==> config.mk <==
export PLATFORM = sky130hd
export DESIGN_NAME = kfps2kb_xt_keybuf_flat
export DESIGN_NICKNAME = d
export VERILOG_FILES = /design/src/rtl/kfps2kb_xt_keybuf_pkg.sv /design/src/rtl/kfps2kb_xt_keybuf_if.sv /design/src/rtl/kfps2kb_sync_fifo.sv /design/src/rtl/kfps2kb_xt_keybuf.sv /design/src/flat_wrapper.sv
export SDC_FILE = /design/constraint.sdc
export NUM_CORES = 1
export LEC_CHECK = 0
export BUFFER_PORTS_ARGS = -buffer_cell sky130_fd_sc_hd__buf_2
export CAP_MARGIN = 10
export CORE_MARGIN = 3
export CORE_UTILIZATION = 54
export DETAILED_ROUTE_END_ITERATION = 12
export PLACE_DENSITY = 0.73
export SLEW_MARGIN = 15
export SYNTH_ARGS = -nofsm -noshare
export SYNTH_HDL_FRONTEND = slang
export SYNTH_SLANG_ARGS = --single-unit
export TNS_END_PERCENT = 1
==> constraint.sdc <==
create_clock -name clock -period 2.5 [get_ports clock]
set_input_delay 0.25 -clock clock [delete_from_list [all_inputs] [get_ports clock]]
set_output_delay 0.25 -clock clock [all_outputs]
set_load 0.01 [all_outputs]
==> src/rtl/kfps2kb_xt_keybuf_pkg.sv <==
// Shared state encodings and keycode constants for the XT keyboard buffer stage.
package kfps2kb_xt_pkg;

    typedef enum logic [1:0] {
        IN_IDLE,
        IN_ACK,
        IN_WAIT
    } in_state_t;

    typedef enum logic {
        OUT_EMPTY,
        OUT_VALID
    } out_state_t;

    localparam logic [7:0] KEYCODE_OVERRUN = 8'hFF;
    localparam logic [7:0] KEYCODE_NONE    = 8'h00;

endpackage

==> src/rtl/kfps2kb_xt_keybuf_if.sv <==
// Converter-side keycode handshake plus the XT PPI keyboard port, bundled for the keyboard buffer.
interface kfps2kb_xt_keybuf_if;

    logic       ps2_irq;
    logic [7:0] ps2_keycode;
    logic       ps2_clear_keycode;
    logic       kbd_clock_low;
    logic       kbd_clear;
    logic       irq;
    logic [7:0] keycode;

    // master: converter + PPI side driving the buffer; slave: the buffer itself.
    modport master (
        output ps2_irq, ps2_keycode, kbd_clock_low, kbd_clear,
        input  ps2_clear_keycode, irq, keycode
    );

    modport slave (
        input  ps2_irq, ps2_keycode, kbd_clock_low, kbd_clear,
        output ps2_clear_keycode, irq, keycode
    );

endinterface

==> src/rtl/kfps2kb_sync_fifo.sv <==
// Synchronous byte FIFO with flush and occupancy count; pop_data shows the head entry while not empty.
module kfps2kb_sync_fifo #(
    parameter int unsigned DEPTH_LOG2 = 3
) (
    input  logic                clock,
    input  logic                reset_n,
    input  logic                push,
    input  logic [7:0]          push_data,
    input  logic                pop,
    output logic [7:0]          pop_data,
    input  logic                flush,
    output logic                empty,
    output logic                full,
    output logic [DEPTH_LOG2:0] count
);

    localparam int unsigned DEPTH = 1 << DEPTH_LOG2;
    localparam int unsigned CW    = DEPTH_LOG2 + 1;
    localparam logic [DEPTH_LOG2:0] FULL_COUNT = CW'(DEPTH);

    logic [7:0]            mem [DEPTH];
    logic [DEPTH_LOG2-1:0] wr_ptr;
    logic [DEPTH_LOG2-1:0] rd_ptr;
    logic                  do_push;
    logic                  do_pop;

    // A pop frees its slot in the same cycle, so a full FIFO still takes a simultaneous push.
    assign do_pop  = pop && !empty;
    assign do_push = push && (!full || do_pop);

    always_ff @(posedge clock) begin
        if (!reset_n || flush) begin
            wr_ptr <= '0;
            rd_ptr <= '0;
            count  <= '0;
        end else begin
            // NOTE: non-blocking assignments so pointers and count all update from pre-edge values.
            if (do_push) wr_ptr <= wr_ptr + 1'b1;
            if (do_pop)  rd_ptr <= rd_ptr + 1'b1;
            case ({do_push, do_pop})
                2'b10:   count <= count + 1'b1;
                2'b01:   count <= count - 1'b1;
                default: count <= count;
            endcase
        end
    end

    // NOTE: storage is deliberately not reset; the pointers and count define which entries are valid.
    always_ff @(posedge clock) begin
        if (do_push && reset_n && !flush) mem[wr_ptr] <= push_data;
    end

    assign pop_data = mem[rd_ptr];
    assign empty    = (count == '0);
    assign full     = (count == FULL_COUNT);

endmodule

==> src/rtl/kfps2kb_xt_keybuf.sv <==
// XT keyboard port buffer: converter intake FSM, FIFO, PPI output FSM and keyboard soft-reset emulation.
// Build option KFPS2KB_XT_KEYBUF_OVERRUN_EN reserves the last FIFO slot for an 8'hFF overrun marker.
module kfps2kb_xt_keybuf
    import kfps2kb_xt_pkg::*;
#(
    parameter int unsigned FIFO_DEPTH_LOG2   = 3,
    parameter logic [15:0] RESET_HOLD_CYCLES = 16'd2000,
    parameter logic [7:0]  SELFTEST_CODE     = 8'hAA
) (
    input logic                clock,
    input logic                reset_n,
    kfps2kb_xt_keybuf_if.slave bus
);

    localparam int unsigned CW = FIFO_DEPTH_LOG2 + 1;

    in_state_t  in_state, in_next;
    out_state_t out_state, out_next;

    logic [15:0]   hold_cnt;
    logic          hold_active;
    logic          selftest_pend;
    logic [7:0]    key_q;
    logic          in_take;
    logic          push_req;
    logic [7:0]    push_byte;
    logic          fifo_push;
    logic [7:0]    fifo_data;
    logic          fifo_pop;
    logic [7:0]    pop_data;
    logic          fifo_empty;
    logic          fifo_full;
    logic          fifo_room;
    logic [CW-1:0] fifo_count;

    // Saturating count of consecutive clock-low cycles; the self-test code follows the release.
    always_ff @(posedge clock) begin
        if (!reset_n) begin
            hold_cnt      <= '0;
            selftest_pend <= 1'b0;
        end else begin
            if (!bus.kbd_clock_low)  hold_cnt <= '0;
            else if (!hold_active)   hold_cnt <= hold_cnt + 16'd1;
            selftest_pend <= hold_active && !bus.kbd_clock_low;
        end
    end

    assign hold_active = (hold_cnt == RESET_HOLD_CYCLES);

    // Intake FSM; a pending self-test push takes the FIFO port, so the converter simply waits a cycle.
    assign in_take = (in_state == IN_IDLE) && bus.ps2_irq && !selftest_pend;

    always_ff @(posedge clock) begin
        if (!reset_n) in_state <= IN_IDLE;
        else          in_state <= in_next;
    end

    always_comb begin
        // NOTE: default assignment first so no path leaves in_next unassigned (no latch).
        in_next = in_state;
        unique case (in_state)
            IN_IDLE: if (in_take)      in_next = IN_ACK;
            IN_ACK:                    in_next = IN_WAIT;
            IN_WAIT: if (!bus.ps2_irq) in_next = IN_IDLE;
            default:                   in_next = IN_IDLE;
        endcase
    end

    always_comb begin
        bus.ps2_clear_keycode = (in_state == IN_ACK);
    end

    // Push path: bytes arriving during a held keyboard reset are acked but discarded.
    assign push_req  = selftest_pend || (in_take && !hold_active);
    assign push_byte = selftest_pend ? SELFTEST_CODE : bus.ps2_keycode;
    assign fifo_room = !fifo_full || fifo_pop;

`ifdef KFPS2KB_XT_KEYBUF_OVERRUN_EN
    localparam logic [CW-1:0] DEPTH_M1 = CW'((1 << FIFO_DEPTH_LOG2) - 1);
    logic [CW-1:0] occ_eff;

    // Occupancy after this cycle's pop decides whether the byte lands in the reserved slot.
    assign occ_eff = fifo_count - {{FIFO_DEPTH_LOG2{1'b0}}, fifo_pop};

    always_comb begin
        fifo_push = 1'b0;
        fifo_data = push_byte;
        if (push_req && fifo_room) begin
            fifo_push = 1'b1;
            if (occ_eff == DEPTH_M1) fifo_data = KEYCODE_OVERRUN;
        end
    end
`else
    logic unused_count;
    assign unused_count = ^fifo_count;

    always_comb begin
        fifo_push = push_req && fifo_room;
        fifo_data = push_byte;
    end
`endif

    kfps2kb_sync_fifo #(
        .DEPTH_LOG2(FIFO_DEPTH_LOG2)
    ) u_fifo (
        .clock     (clock),
        .reset_n   (reset_n),
        .push      (fifo_push),
        .push_data (fifo_data),
        .pop       (fifo_pop),
        .pop_data  (pop_data),
        .flush     (hold_active),
        .empty     (fifo_empty),
        .full      (fifo_full),
        .count     (fifo_count)
    );

    // Output FSM: one code presented at a time, released only by the BIOS clear strobe.
    assign fifo_pop = (out_state == OUT_EMPTY) && !fifo_empty && !bus.kbd_clear && !hold_active;

    always_ff @(posedge clock) begin
        if (!reset_n) begin
            out_state <= OUT_EMPTY;
            key_q     <= KEYCODE_NONE;
        end else begin
            out_state <= out_next;
            if (bus.kbd_clear || hold_active) key_q <= KEYCODE_NONE;
            else if (fifo_pop)                key_q <= pop_data;
        end
    end

    always_comb begin
        out_next = out_state;
        if (bus.kbd_clear || hold_active) out_next = OUT_EMPTY;
        else if (fifo_pop)                out_next = OUT_VALID;
    end

    always_comb begin
        bus.irq     = (out_state == OUT_VALID);
        bus.keycode = key_q;
    end

endmodule
==> src/flat_wrapper.sv <==
// flat-port wrapper written by rule: the top's interface ports become plain ports
module kfps2kb_xt_keybuf_flat import kfps2kb_xt_pkg::*;
#(
    parameter int unsigned FIFO_DEPTH_LOG2   = 3,
    parameter logic [15:0] RESET_HOLD_CYCLES = 16'd2000,
    parameter logic [7:0]  SELFTEST_CODE     = 8'hAA
)
  (clock, reset_n, bus_ps2_irq, bus_ps2_keycode, bus_kbd_clock_low, bus_kbd_clear, bus_ps2_clear_keycode, bus_irq, bus_keycode);
  kfps2kb_xt_keybuf_if bus_i ();
  input logic clock;
  input logic reset_n;
  input wire logic [$bits(bus_i.ps2_irq)-1:0] bus_ps2_irq;
  input wire logic [$bits(bus_i.ps2_keycode)-1:0] bus_ps2_keycode;
  input wire logic [$bits(bus_i.kbd_clock_low)-1:0] bus_kbd_clock_low;
  input wire logic [$bits(bus_i.kbd_clear)-1:0] bus_kbd_clear;
  output wire logic [$bits(bus_i.ps2_clear_keycode)-1:0] bus_ps2_clear_keycode;
  output wire logic [$bits(bus_i.irq)-1:0] bus_irq;
  output wire logic [$bits(bus_i.keycode)-1:0] bus_keycode;
  assign bus_i.ps2_irq = bus_ps2_irq;
  assign bus_i.ps2_keycode = bus_ps2_keycode;
  assign bus_i.kbd_clock_low = bus_kbd_clock_low;
  assign bus_i.kbd_clear = bus_kbd_clear;
  assign bus_ps2_clear_keycode = bus_i.ps2_clear_keycode;
  assign bus_irq = bus_i.irq;
  assign bus_keycode = bus_i.keycode;
  kfps2kb_xt_keybuf #(.FIFO_DEPTH_LOG2(FIFO_DEPTH_LOG2), .RESET_HOLD_CYCLES(RESET_HOLD_CYCLES), .SELFTEST_CODE(SELFTEST_CODE)) u_core (.clock(clock), .reset_n(reset_n), .bus(bus_i));
endmodule
==> Word level (Yosys, flattened, before mapping) <==
Memories as Yosys holds them, arrays and structs flattened. A register that Yosys moved wholly into a read port is not among the register bits.
Index checks and enable logic that the tools add are counted.
{ "word_totals": {"reg_bits": 30, "word_cells": 60, "mem_count": 1, "output_inout_bits": 10, "ramBits": 64} }
{ "op_classes": {"bitwise": 2, "n_mux": 7, "eq_ne": 8, "n_reduce_logical": 30, "n_addsub": 5} }
{ "mem_list": {"columns": ["name", "depth", "word_bits", "rd", "rd_ports_with_merged_regs", "write_ports", "line", "rtl"], "rows": [
  ["u_core.u_fifo.mem", 8, 8, 1, 1, 1, "kfps2kb_sync_fifo.sv:21", "logic [7:0] mem [DEPTH];"]
]} }
{ "ops": {"columns": ["cell", "n"], "rows": [
  ["16-bit by 1-bit adder with 16-bit output (second input constant)", 1],
  ["16-bit by 11-bit equality test with 1-bit output (second input constant)", 1],
  ["1-bit logical AND", 12],
  ["8-bit 2-to-1 mux", 1],
  ["4-bit one-hot mux with 2 select lines", 1],
  ["1-bit zero test", 7],
  ["3-bit by 1-bit adder with 3-bit output (second input constant)", 2],
  ["2-bit one-hot mux with 3 select lines", 1],
  ["1-bit logical OR", 5],
  ["4-bit by 1-bit adder with 4-bit output (second input constant)", 1],
  ["2-bit by 1-bit equality test with 1-bit output (second input constant)", 2],
  ["2-bit equality test (second input constant)", 2],
  ["4-bit equality test (second input constant)", 1],
  ["4-bit zero test", 1],
  ["2-bit 2-to-1 mux", 2],
  ["2-bit AND reduction", 2],
  ["4-bit by 1-bit subtractor with 4-bit output (second input constant)", 1],
  ["2-bit zero test", 1],
  ["1-bit 2-to-1 mux", 2],
  ["2-bit by 1-bit != test with 1-bit output (second input constant)", 1],
  ["2-bit != test (second input constant)", 1],
  ["1-bit NOT", 2],
  ["2-bit nonzero test", 1],
  ["2-bit OR reduction", 1]
]} }

==> Depth between registers and ports, before layout <==
Gate-level depths: netlist (run 1).
{ "logic_depth": {"word_depth": 12, "depth_mapped": 14} }

==> By module <==
Synthesis (run 1) repeated with hierarchy kept, for this count alone.
{ "hier_totals": {"hier_cells": 326, "hier_area_um2": 4414.2} }
{ "modules_own_cells": {"columns": ["module", "area_each_um2", "cells_each", "n_inst"], "rows": [
  ["kfps2kb_sync_fifo", 3173.0, 180, 1],
  ["kfps2kb_xt_keybuf", 1241.2, 146, 1]
]} }

==> Worst setup path after synthesis (run 1) <==
No wires, ideal clock.
{ "synth_timing": {"path_type": "register to register", "from": "register u_core.hold_cnt[0]", "to": "register u_core.u_fifo.count[3]", "setup_ps": 71, "path_stages_with_launch": 15, "t_arrival_ps": 2642, "setup_slack_ps": -212, "path_buffers": 2, "path_cell_list": "dfxtp_1 > inv_1 > ha_1 > and3b_1 > nand4_4 > and2_4 > buf_6 > buf_12 > ha_1 > ha_1 > a21o_1 > a21oi_1 > xnor2_1 > or3_1 > a21oi_1"} }
{ "synth_between": {"elab_chain_cells": 8, "word_cells_on_any_way": 15, "cone_classes": "3 x eq/ne; 1 x mux; 11 x reduce/logical"} }
{ "synth_lines": {"columns": ["element", "line", "rtl"], "rows": [
  ["from (decl)", "kfps2kb_xt_keybuf.sv:20", "logic [15:0] hold_cnt;"],
  ["from (signal assigned)", "kfps2kb_xt_keybuf.sv:43", "else if (!hold_active) hold_cnt <= hold_cnt + 16'd1;"],
  ["16-bit by 11-bit equality test with 1-bit output *", "kfps2kb_xt_keybuf.sv:48", "assign hold_active = (hold_cnt == RESET_HOLD_CYCLES);"],
  ["1-bit zero test *", null, null],
  ["1-bit logical AND *", "kfps2kb_xt_keybuf.sv:119", "assign fifo_pop = (out_state == OUT_EMPTY) && !fifo_empty && !bus.kbd_clear && !hold_active;"],
  ["1-bit logical AND *", "kfps2kb_sync_fifo.sv:28", "assign do_pop = pop && !empty;"],
  ["named net u_core.u_fifo.do_pop", "kfps2kb_sync_fifo.sv:25", "logic do_pop;"],
  ["1-bit logical OR", "kfps2kb_sync_fifo.sv:29", "assign do_push = push && (!full || do_pop);"],
  ["1-bit logical AND", "kfps2kb_sync_fifo.sv:29", null],
  ["2-bit by 1-bit equality test with 1-bit output or 2-bit equality test (tied branches)", "kfps2kb_sync_fifo.sv:40", "case ({do_push, do_pop})"],
  ["4-bit one-hot mux with 2 select lines or 2-bit nonzero test (tied branches)", null, null],
  ["to (signal assigned)", "kfps2kb_sync_fifo.sv:41", "2'b10: count <= count + 1'b1;"],
  ["to (signal assigned)", "kfps2kb_sync_fifo.sv:42", "2'b01: count <= count - 1'b1;"],
  ["to (signal assigned)", "kfps2kb_sync_fifo.sv:43", "default: count <= count;"],
  ["to (decl)", "kfps2kb_sync_fifo.sv:14", "output logic [DEPTH_LOG2:0] count"]
]} }
The timed path passes the listed nets; every way through them passes the cells marked *.
A chain may end at the register's enable or synchronous reset.

==> Worst setup path in the final report (run 1) <==
{ "layout_timing": {"from": "register u_core.hold_cnt[1]", "to": "register u_core.u_fifo.count[3]"} }
{ "layout_between": {"elab_chain_cells": 8, "word_cells_on_any_way": 15, "cone_classes": "3 x eq/ne; 1 x mux; 11 x reduce/logical"} }
{ "layout_lines": {"columns": ["element", "line", "rtl"], "rows": [
  ["16-bit by 11-bit equality test with 1-bit output *", "kfps2kb_xt_keybuf.sv:48", null],
  ["1-bit zero test", null, null],
  ["1-bit logical AND (on tied branches)", "kfps2kb_xt_keybuf.sv:74, kfps2kb_xt_keybuf.sv:119", null],
  ["1-bit logical OR (tied with other cells)", "kfps2kb_xt_keybuf.sv:74", "assign push_req = selftest_pend || (in_take && !hold_active);"],
  ["1-bit logical AND or 1-bit logical OR (tied branches)", "kfps2kb_xt_keybuf.sv:98, kfps2kb_sync_fifo.sv:29", null],
  ["1-bit logical AND", "kfps2kb_sync_fifo.sv:29", null],
  ["2-bit by 1-bit equality test with 1-bit output or 2-bit equality test (tied branches)", "kfps2kb_sync_fifo.sv:40", null],
  ["4-bit one-hot mux with 2 select lines or 2-bit nonzero test (tied branches)", null, null]
]} }
Every way passes the cells marked *; elsewhere a longest branch is shown, timed or not.

==> run summary, run 1 <==
Starting density of the core: 57.48%
Post-route DRC violation count: 0
Crit path max fanout: 6
Nets@finish: 370
LEAKAGE: 1.688 nW
Vias after detailed routing: 2465
CP endpoint kind: register
Pwr Total: 3.825 mW
Sequential-to-total area share from yosys stat: 62.34%
Post-synth top area share: 44.66%
Max cap viols: 0
CP max stage delay: 350 ps
Main synth FF type: edfxtp_1
Syn_area_per_cell: 14.25 sq um
Synth top cells by count: edfxtp_1 (64), dfxtp_1 (38), nor2_1 (37)
Critical Path RT: 2800 ps
Fill cell count: 540
Largest cells by area after synthesis: edfxtp_1 (45%), dfxtp_1 (18%), mux4_2 (8.4%)
Worst path slowest cell: dfxtp_1
Setup crit start kind: register
Tcrit/Tclk final: 99.54%
Total length of routed wires: 7.585 mm
Largest net degree at the start of global routing: 19
R2r endpoint: u_core.u_fifo.count[3]
GPL Wtd Cong: 0.7887
Die width: 95.27 um
Longest Clk Path Bufs: 2
Routed Antenna Nets: 0
DR iter-0 viols: 143
Hold EP: u_core.selftest_pend
Gr ovfl total: 0
Fmax: 401.8 MHz
Compound-cell area share of the yosys netlist: 4.827%
Least-Margin Pin Slew: 617.3 ps
Multi-input gate area: 1569 sq um
Post-Synth Simple-Gate Area: 13.70%
WHS Path Cells: 2
Setup Viol. Count Final: 0
Clock Latency Late Sink: 360 ps
Die ar.: 9075 sq um
Ys Warns: 0
Setup WS pre-CTS: 22.72 ps
Most common cell in the netlist: edfxtp_1
Final Critical Period: 2489 ps
Pwr dens: 782.7 nW/um^2
Hpwl dp: 5.227 mm
FFs w/ async S/R, synth: 0%
Reg clk slew, reported paths: 100 ps
Clock sink count: 102
Syn Nets: 323
Post-route setup slack: 11.49 ps
Clock Root Buffer: clkbuf_8
Relative slew slack: 58.79%
Flop2flop setup slack: 10 ps
Area Growth Syn to Fin: 13.58%
Hold_sp: bus_kbd_clock_low
RSZ-0062 raised after global routing: true
CP Cell Sequence: inv_2, ha_1, and3b_2, nand4_4, a21o_4, nand2_4, ha_4, ha_4, a21o_1, a21oi_2, xnor2_1, or3_1, a21oi_2
Die height: 95.27 um
Status: finished, final reports clean
Hold WC Path Type: primary input to register
Drt first pass iters: 4
Sequential Area: 2690 sq um
Mux cell area share after synthesis: 10.93%
CTS buffer count: 9
Max-slew violations: 0
Initial antenna violation count: 0
RR Startpoint: u_core.hold_cnt[1]
Peak supply drop: 0.3596 mV
IO Pins: 23
Final hold vios: 0
N_diodes: 0
Post-synth EDFFs: 64
Adder-cell share of the synthesized area: 2.501%
Tot GR Track Use: 18.47%
CTS tree: done
Yosys cell types: 47
Wire length per cell: 16.74 um
Vias in the first global route: 2400
Xor/xnor share of the synthesized area: 3.460%
Ratio of cells with drive above 1 in the final layout: 31.64%
H-tree levels: 3
Via/cell ratio: 5.442
Post-route setup TNS: 0 ps
Post-synthesis cell area: 4303 sq um
Synthesized instance count: 302
Setup Skew: 9.161 ps
Port Buffers: 22
Yosys top cell by area: edfxtp_1
Largest family of logic cells by synthesized area: simple AND/OR/NAND/NOR gates
Register bit count reported by yosys: 102
Core Rows: 31
Hold_buf cts: 0
Global-route wire length before repair: 12.28 mm
R2R cell count: 13
Crit path kind: register to register
Core Area: 7486 sq um
CP arrival: 2790 ps
[registers in the layout (all words and copies together), names as in the netlist, 2 cells and up]
| signal | cells |
|---|---|
| u_core.u_fifo.mem | 64 |
| u_core.hold_cnt | 16 |
| u_core.bus.keycode | 8 |
| u_core.u_fifo.count | 4 |
| u_core.u_fifo.rd_ptr | 3 |
| u_core.u_fifo.wr_ptr | 3 |
| u_core.in_state | 2 |
[metal layers]
| metal | part of all wire, % | wire [um] | up-vias | global-route usage (%) |
|---|---|---|---|---|
| met5 | 0 | 0 | - | 0 |
| met4 | 1.6 | 119 | 0 | 8.173 |
| met3 | 3.4 | 258 | 9 | 3.552 |
| met2 | 48 | 3667 | 36 | 28.22 |
| met1 | 47 | 3540 | 1209 | 25.87 |
| li1 | - | - | 1211 | - |
[cells by family after synthesis]
| logic type | Yosys count |
|---|---|
| and+or+nand+nor | 104 |
| DFF | 102 |
| AOI/OAI and AO/OA | 27 |
| muxes | 27 |
| xor gates and xnor gates | 17 |
| buffers and inverters | 17 |
| adders and majority gates | 8 |
[metrics by stage]
step	cell area, sq um	utilization [%]	std cells	hold slack [ps]
6_report	4887	65.29	453	58.14
3_3_place_gp	4666	62.33	434	435.3
4_1_cts	4846	64.73	450	37.10
5_1_grt	4887	65.29	453	45.42
2_1_floorplan	4337	-	302	326.1
3_5_place_dp	4666	62.33	434	438.7
[power by group]
group | internal (mW) | switching [mW] | total [mW]
Sequential | 1.87 | 0.0668 | 1.94
Clock | 0.376 | 0.572 | 0.949
Combinational | 0.450 | 0.486 | 0.936
Total | 2.70 | 1.12 | 3.83
[layout make-up]
type | count | share of cell area [%]
clock inverters | 7 | 1.152
well taps | 99 | 2.535
multi-input cells | 183 | 32.10
clock buffers | 9 | 2.535
flip-flops and latches | 102 | 55.04
inverters | 5 | 0.3840
repair buffers | 48 | 6.247
[how the worst max path moves through the flow]
stage                         from  cells past startpoint                      to
3_3_place_gp   u_core.hold_cnt[15]                     11  u_core.u_fifo.count[3]
3_5_place_dp    u_core.hold_cnt[1]                     13  u_core.u_fifo.count[3]
4_1_cts         u_core.hold_cnt[1]                     13  u_core.u_fifo.count[3]
2_1_floorplan   u_core.hold_cnt[5]                     12  u_core.u_fifo.count[3]
5_1_grt        u_core.hold_cnt[11]                     11  u_core.u_fifo.count[3]
6_report        u_core.hold_cnt[1]                     13  u_core.u_fifo.count[3]
[worst max-delay path, delay by kind of cell (launching register included)]
family	cells	cell delay, ps
buffers and inverters	1	80
XOR/XNOR	1	90
adder cells (fa/ha/maj)	3	480
AND/OR/NAND/NOR	4	750
AO/OA/AOI/OAI	4	680
flip-flops	1	350
[placed cells by master (no fill, tap or decap), types with 9 or more instances in the layout]
cell type / Yosys / final
buf_4: 1 / 26
clkbuf_8: 0 / 9
edfxtp_1: 64 / 64
buf_2: 3 / 22
dfxtp_1: 38 / 34
nand2_1: 13 / 13
mux4_2: 16 / 16
xor2_1: 12 / 12
nor2_1: 37 / 37
mux2i_1: 11 / 11
[repair_timing]
item                       in CTS  in global routing
buffers inserted                0                  3
hold endpoints to repair        0                  0
setup endpoints to repair       0                  1
resized for setup               0                  5
Note: power is estimated with default switching activity, not from simulation.
==> run 2: changes to the inputs <==
BUFFER_PORTS_ARGS = -buffer_cell sky130_fd_sc_hd__buf_4   (was -buffer_cell sky130_fd_sc_hd__buf_2)
==> run 2 against run 1 <==
  * Core utilization is 0.84 points higher
  * Sequential cell count is the same
  * Power grew 1.4%
  * Combinational power up 3.3%
  * Largest cell class unchanged
==> run summary, run 2 (synthesis results as in run 1) <==
Final Util: 66.12%
Crit path max fanout: 5
Sw Ratio: 29.63%
R2r endpoint: u_core.u_fifo.count[3]
Pwr dens: 783.9 nW/um^2
CTS buffer count: 9
LEAKAGE: 1.688 nW
Starting density of the core: 57.48%
Most frequent cells in the layout: edfxtp_1 (64), buf_4 (47), nor2_1 (37), dfxtp_1 (33), mux4_2 (16)
Peak supply drop: 0.3007 mV
Least-Margin Pin Slew: 646.4 ps
Reg clk slew, reported paths: 100 ps
Critical Path RT: 2810 ps
Via/cell ratio: 5.462
Max cap viols: 0
Sequential Power Share: 49.8%
Clock sink count: 102
Longest Clk Path Bufs: 2
Hpwl dp: 5.072 mm
Tot GR Track Use: 18.82%
WHS Path Cells: 2
Hold EP: u_core.selftest_pend
Core Area: 7486 sq um
Setup Viol. Count Final: 0
Tcrit/Tclk final: 99.12%
IO Pins: 23
Core Rows: 31
Area Growth Syn to Fin: 15.03%
Non-filler cells, final: 452
Die ar.: 9075 sq um
Placed cells: 433
Global-route wire length before repair: 12.57 mm
Setup Skew: 13.43 ps
Port Buffers: 22
Ratio of cells with drive above 1 in the final layout: 31.73%
Combinational share of power: 24.9%
R2R cell count: 11
Setup crit start kind: register
H-tree levels: 3
Largest net degree at the start of global routing: 20
Multi-input gate area: 1575 sq um
Sequential Area: 2691 sq um
Total length of routed wires: 7.581 mm
RSZ-0062 raised after global routing: true
Die width: 95.27 um
Status: finished, final reports clean
Final Critical Period: 2478 ps
Clock power share: 25.3%
Post-route setup TNS: 0 ps
NetSw: 1.150 mW
CTS tree: done
Most common cell after layout, fill and taps aside: edfxtp_1
Fmax: 403.6 MHz
Flop2flop setup slack: 20 ps
GPL Wtd Cong: 0.8146
Hold_buf cts: 0
Drt first pass iters: 4
N_diodes: 0
Wire length per cell: 16.77 um
Vias in the first global route: 2482
Initial antenna violation count: 0
DR iter-0 viols: 140
Die height: 95.27 um
Max-slew violations: 0
Relative slew slack: 56.85%
Fill cell count: 540
Hold_sp: bus_kbd_clock_low
Vias after detailed routing: 2469
Post-route DRC violation count: 0
Final hold vios: 0
Routed Antenna Nets: 0
CP endpoint kind: register
Gr ovfl total: 0
Largest Register: u_core.u_fifo.mem
Internal: 2.730 mW
Nets@finish: 369
Hold WC Path Type: primary input to register
Crit path kind: register to register
RR Startpoint: u_core.hold_cnt[15]
CP arrival: 2780 ps
Clock Root Buffer: clkbuf_8
Clock Latency Late Sink: 360 ps
Max reg flops: 64
run 2: changes by cell type in the layout (fill, tap and decap cells not counted), sizes merged:
cell / previous run / this run
clkinvlp: 0 / 2
inv: 8 / 9
clkinv: 4 / 1
buf: 48 / 47
run 2: cell type report:
class / count / area share (%)
Inverter: 5 / 0.3792
Multi-Input combinational cell: 183 / 31.83
Sequential cell: 102 / 54.37
Clock inverter: 7 / 1.289
Clock buffer: 9 / 2.503
Timing Repair Buffer: 47 / 7.128
Tap cell: 99 / 2.503
run 2: metrics by stage:
step           setup WS, ps  instance area, sq um  total power, mW  hold slack [ps]
2_1_floorplan        -14.79                  4337            2.745            326.1
6_report              22.10                  4950            3.880            46.19
4_1_cts               6.217                  4917            3.905            27.93
3_3_place_gp          90.08                  4713            2.904            426.4
3_5_place_dp          36.15                  4713            2.932            427.8
5_1_grt              -161.7                  4950            4.092            33.34
run 2: worst max-delay path, cell delays in order (launching register included):
cell     delay [ps]
dfxtp_4         370
nor4_4          350
nand4_4         190
a21o_4          270
nand2_4          70
ha_4            140
ha_4            190
a21o_1          160
a21oi_2         140
xnor2_1          80
or3_1           320
a21oi_2         130
run 2: worst max-delay path by stage:
stage	endpoint	slack, ps	from
after floorplan	u_core.u_fifo.count[3]	-10	u_core.hold_cnt[5]
after global placement	u_core.u_fifo.count[3]	90	u_core.hold_cnt[15]
after detailed placement	u_core.u_fifo.count[3]	40	u_core.hold_cnt[15]
after CTS	u_core.u_fifo.count[3]	6	u_core.hold_cnt[11]
after global routing	u_core.u_fifo.count[3]	-160	u_core.hold_cnt[15]
final	u_core.u_fifo.count[3]	20	u_core.hold_cnt[15]
run 2: what timing repair did:
item,CTS,global route
endpoints found under the hold margin,0,0
endpoints found under the setup margin,1,1
gates resized for setup,1,6
pin swaps,2,10
buffers inserted,2,1
run 2: power by group through the flow:
stage | registers, mW | logic [mW] | clock network [mW]
6_report | 1.93 | 0.967 | 0.981
5_1_grt | 1.94 | 1.06 | 1.08
4_1_cts | 1.93 | 0.965 | 1.01
3_5_place_dp | 1.97 | 0.959 | 0
3_3_place_gp | 1.97 | 0.935 | 0
2_1_floorplan | 1.98 | 0.763 | 0
run 2: routing by layer:
layer / vias to the layer above / routed length (um) / global-route usage [%]
met2: 50 / 3718 / 28.86
met5: - / 0 / 0
met3: 11 / 347 / 3.236
met1: 1202 / 3387 / 26.83
met4: 0 / 128 / 7.572
li1: 1206 / - / -
==> run 3: changes to the inputs <==
CORE_UTILIZATION = 55   (was 54)
PLACE_DENSITY = 0.74   (was 0.73)
SYNTH_HIERARCHICAL = 1   (was default)
==> run 3 against run 2 <==
  * The flow now finishes with violations (setup timing)
  * First-iteration DRC count decreased by 25%
  * Register-to-register slack got worse by 30 ps
  * Global-route usage increased by 1.7 points
  * Sequential cell count increased by 3
  * Critical endpoint is now u_core/u_fifo/count[3]
  * Largest cell class unchanged
==> run summary, run 3 <==
Nets@finish: 411
Max reg flops: 64
Max-slew violations: 0
Total length of routed wires: 8.721 mm
Vias after detailed routing: 2748
Yosys cell types: 49
Failing checks: setup timing
Clock sink count: 105
Post-route DRC violation count: 0
Status: finished with violations
Core Rows: 32
Core Area: 7767 sq um
Fmax: 399.1 MHz
Post-route design area: 5418 sq um
Die ar.: 9136 sq um
Hold_buf cts: 0
Hold_sp: bus_kbd_clock_low
Largest cells by area after synthesis: edfxtp_1 (44%), dfxtp_1 (19%), mux4_2 (8.2%)
Area Growth Syn to Fin: 22.73%
Drt first pass iters: 4
Gr ovfl total: 0
Sequential-to-total area share from yosys stat: 62.13%
Routed wl met2: 4.289 mm
Post-route setup slack: -5.946 ps
Longest Clk Path Bufs: 2
DR iter-0 viols: 105
Port Buffers: 22
CTS buffer count: 9
Most common cell in the netlist: edfxtp_1
Crit path from: u_core/hold_cnt[2]
CP arrival: 2760 ps
Post-synth EDFFs: 64
Final Critical Period: 2506 ps
Least-Margin Pin Slew: 563.8 ps
Reg clk slew, reported paths: 100 ps
Largest net degree at the start of global routing: 18
RSZ-0062 raised after global routing: true
Post-synthesis cell area: 4414 sq um
Register bit count reported by yosys: 105
CTS tree: done
Final Util: 69.75%
Tcrit/Tclk final: 100.2%
Hpwl dp: 5.869 mm
Initial antenna violation count: 0
Fill cell count: 541
Critical Path RT: 2750 ps
Crit path kind: register to register
Die height: 95.59 um
Max cap viols: 0
Wire length per cell: 17.51 um
Yosys top cell by area: edfxtp_1
Ratio of cells with drive above 1 in the final layout: 38.38%
Hold WC Path Type: primary input to register
Largest Register: u_core/u_fifo/mem
Ys Warns: 6
DRT met1 WL: 3.916 mm
Crit path max fanout: 4
Synth top cells by count: edfxtp_1 (64), dfxtp_1 (41), nor2_1 (31)
Vias in the first global route: 2649
Post-synth top area share: 43.54%
Clock Latency Late Sink: 360 ps
CP endpoint kind: register
Worst Hold Slack: 51.61 ps
Final hold vios: 0
Synthesized instance count: 326
IO Pins: 23
Main synth FF type: edfxtp_1
LEAKAGE: 1.893 nW
N_diodes: 0
Relative slew slack: 62.33%
Peak supply drop: 0.2767 mV
Setup Viol. Count Final: 1
Tot GR Track Use: 20.54%
Setup Skew: 11.19 ps
Setup WS pre-CTS: -81.20 ps
Post-route setup TNS: -5.946 ps
Setup crit start kind: register
Syn_area_per_cell: 13.54 sq um
Via/cell ratio: 5.518
Die width: 95.59 um
Top Layer Used: met4
Clock Root Buffer: clkbuf_8
Most frequent cells in the layout: edfxtp_1 (64), buf_4 (61), dfxtp_1 (36), nor2_1 (24), nand2_1 (23)
Cell Area, Placed: 5059 sq um
RR Startpoint: u_core/hold_cnt[2]
Global-route wire length before repair: 13.74 mm
GPL Wtd Cong: 0.8245
Placed cells: 475
Met3 WL: 404 um
H-tree levels: 3
Pwr Total: 4.188 mW
Most common cell after layout, fill and taps aside: edfxtp_1
Routed Antenna Nets: 0
FFs w/ async S/R, synth: 0%
Pwr dens: 773.0 nW/um^2
Starting density of the core: 56.83%
Non-filler cells, final: 498
Syn Nets: 346
[run 3: changes by cell type after synthesis, sizes merged, moves of 5 or more]
cell / delta
nor2: -6
a21oi: +8
inv: +5
mux2: +8
nand2: +10
mux2i: -7
[run 3: path summary, 6_finish.rpt]
check / end / cells past startpoint / slack (ps)
setup / recovery: u_core/u_fifo/count[3] / 13 / -6
setup reg to reg: u_core/u_fifo/count[3] / 13 / -6
hold / removal: u_core/selftest_pend / 2 / 50
hold reg to reg: u_core/bus.keycode[6] / 2 / 460
[run 3: power by group]
| group | total (mW) | internal [mW] | leakage (nW) | switching, mW |
|---|---|---|---|---|
| Sequential | 1.98 | 1.93 | 0.912 | 0.0525 |
| Clock | 1.04 | 0.469 | 0.0998 | 0.566 |
| Combinational | 1.17 | 0.564 | 0.882 | 0.609 |
| Total | 4.19 | 2.96 | 1.89 | 1.23 |
[run 3: area by class of cell]
type                            count  area (sq um)  share of cell area, %
Timing Repair Buffer               64         491.7                  9.076
Tap cell                          102         127.6                  2.356
Inverter                           10         40.04                 0.7390
Clock inverter                      6         67.56                  1.247
Multi-Input combinational cell    201          1814                  33.49
Sequential cell                   105          2749                  50.74
Clock buffer                       10         127.6                  2.356
[run 3: kinds of logic (layout without fill, tap and decap cells)]
group	after synthesis	count (layout)	share of synthesized area, %
AO/OA/AOI/OAI	36	36	5.499
AND/OR/NAND/NOR	113	113	13.61
XOR/XNOR	17	17	3.373
adder cells (fa/ha/maj)	7	7	2.154
multiplexers	28	28	11.11
flip-flops	105	105	62.13
buffers and inverters	20	90	2.126
[run 3: what timing repair did]
item                                    in CTS  in global routing
pin swaps                                    8                 15
endpoints found under the setup margin      15                 68
gates resized for setup                      7                 17
buffers inserted                             2                  5
[run 3: worst max-delay path, cell delays in order (launching register included)]
cell	delay (ps)
dfxtp_2	350
nor4b_4	270
buf_4	140
nand4_1	220
nand2_2	180
inv_2	60
o21ai_2	70
nand2b_4	170
inv_4	50
ha_4	300
nand3_4	90
a211oi_4	270
nand3b_1	150
a31oi_1	80
[run 3: layer usage]
metal	GRT usage (%)	vias up
met2	31.91	66
met1	29.80	1337
met4	5.450	0
met5	0	-
met3	4.025	12
li1	-	1333
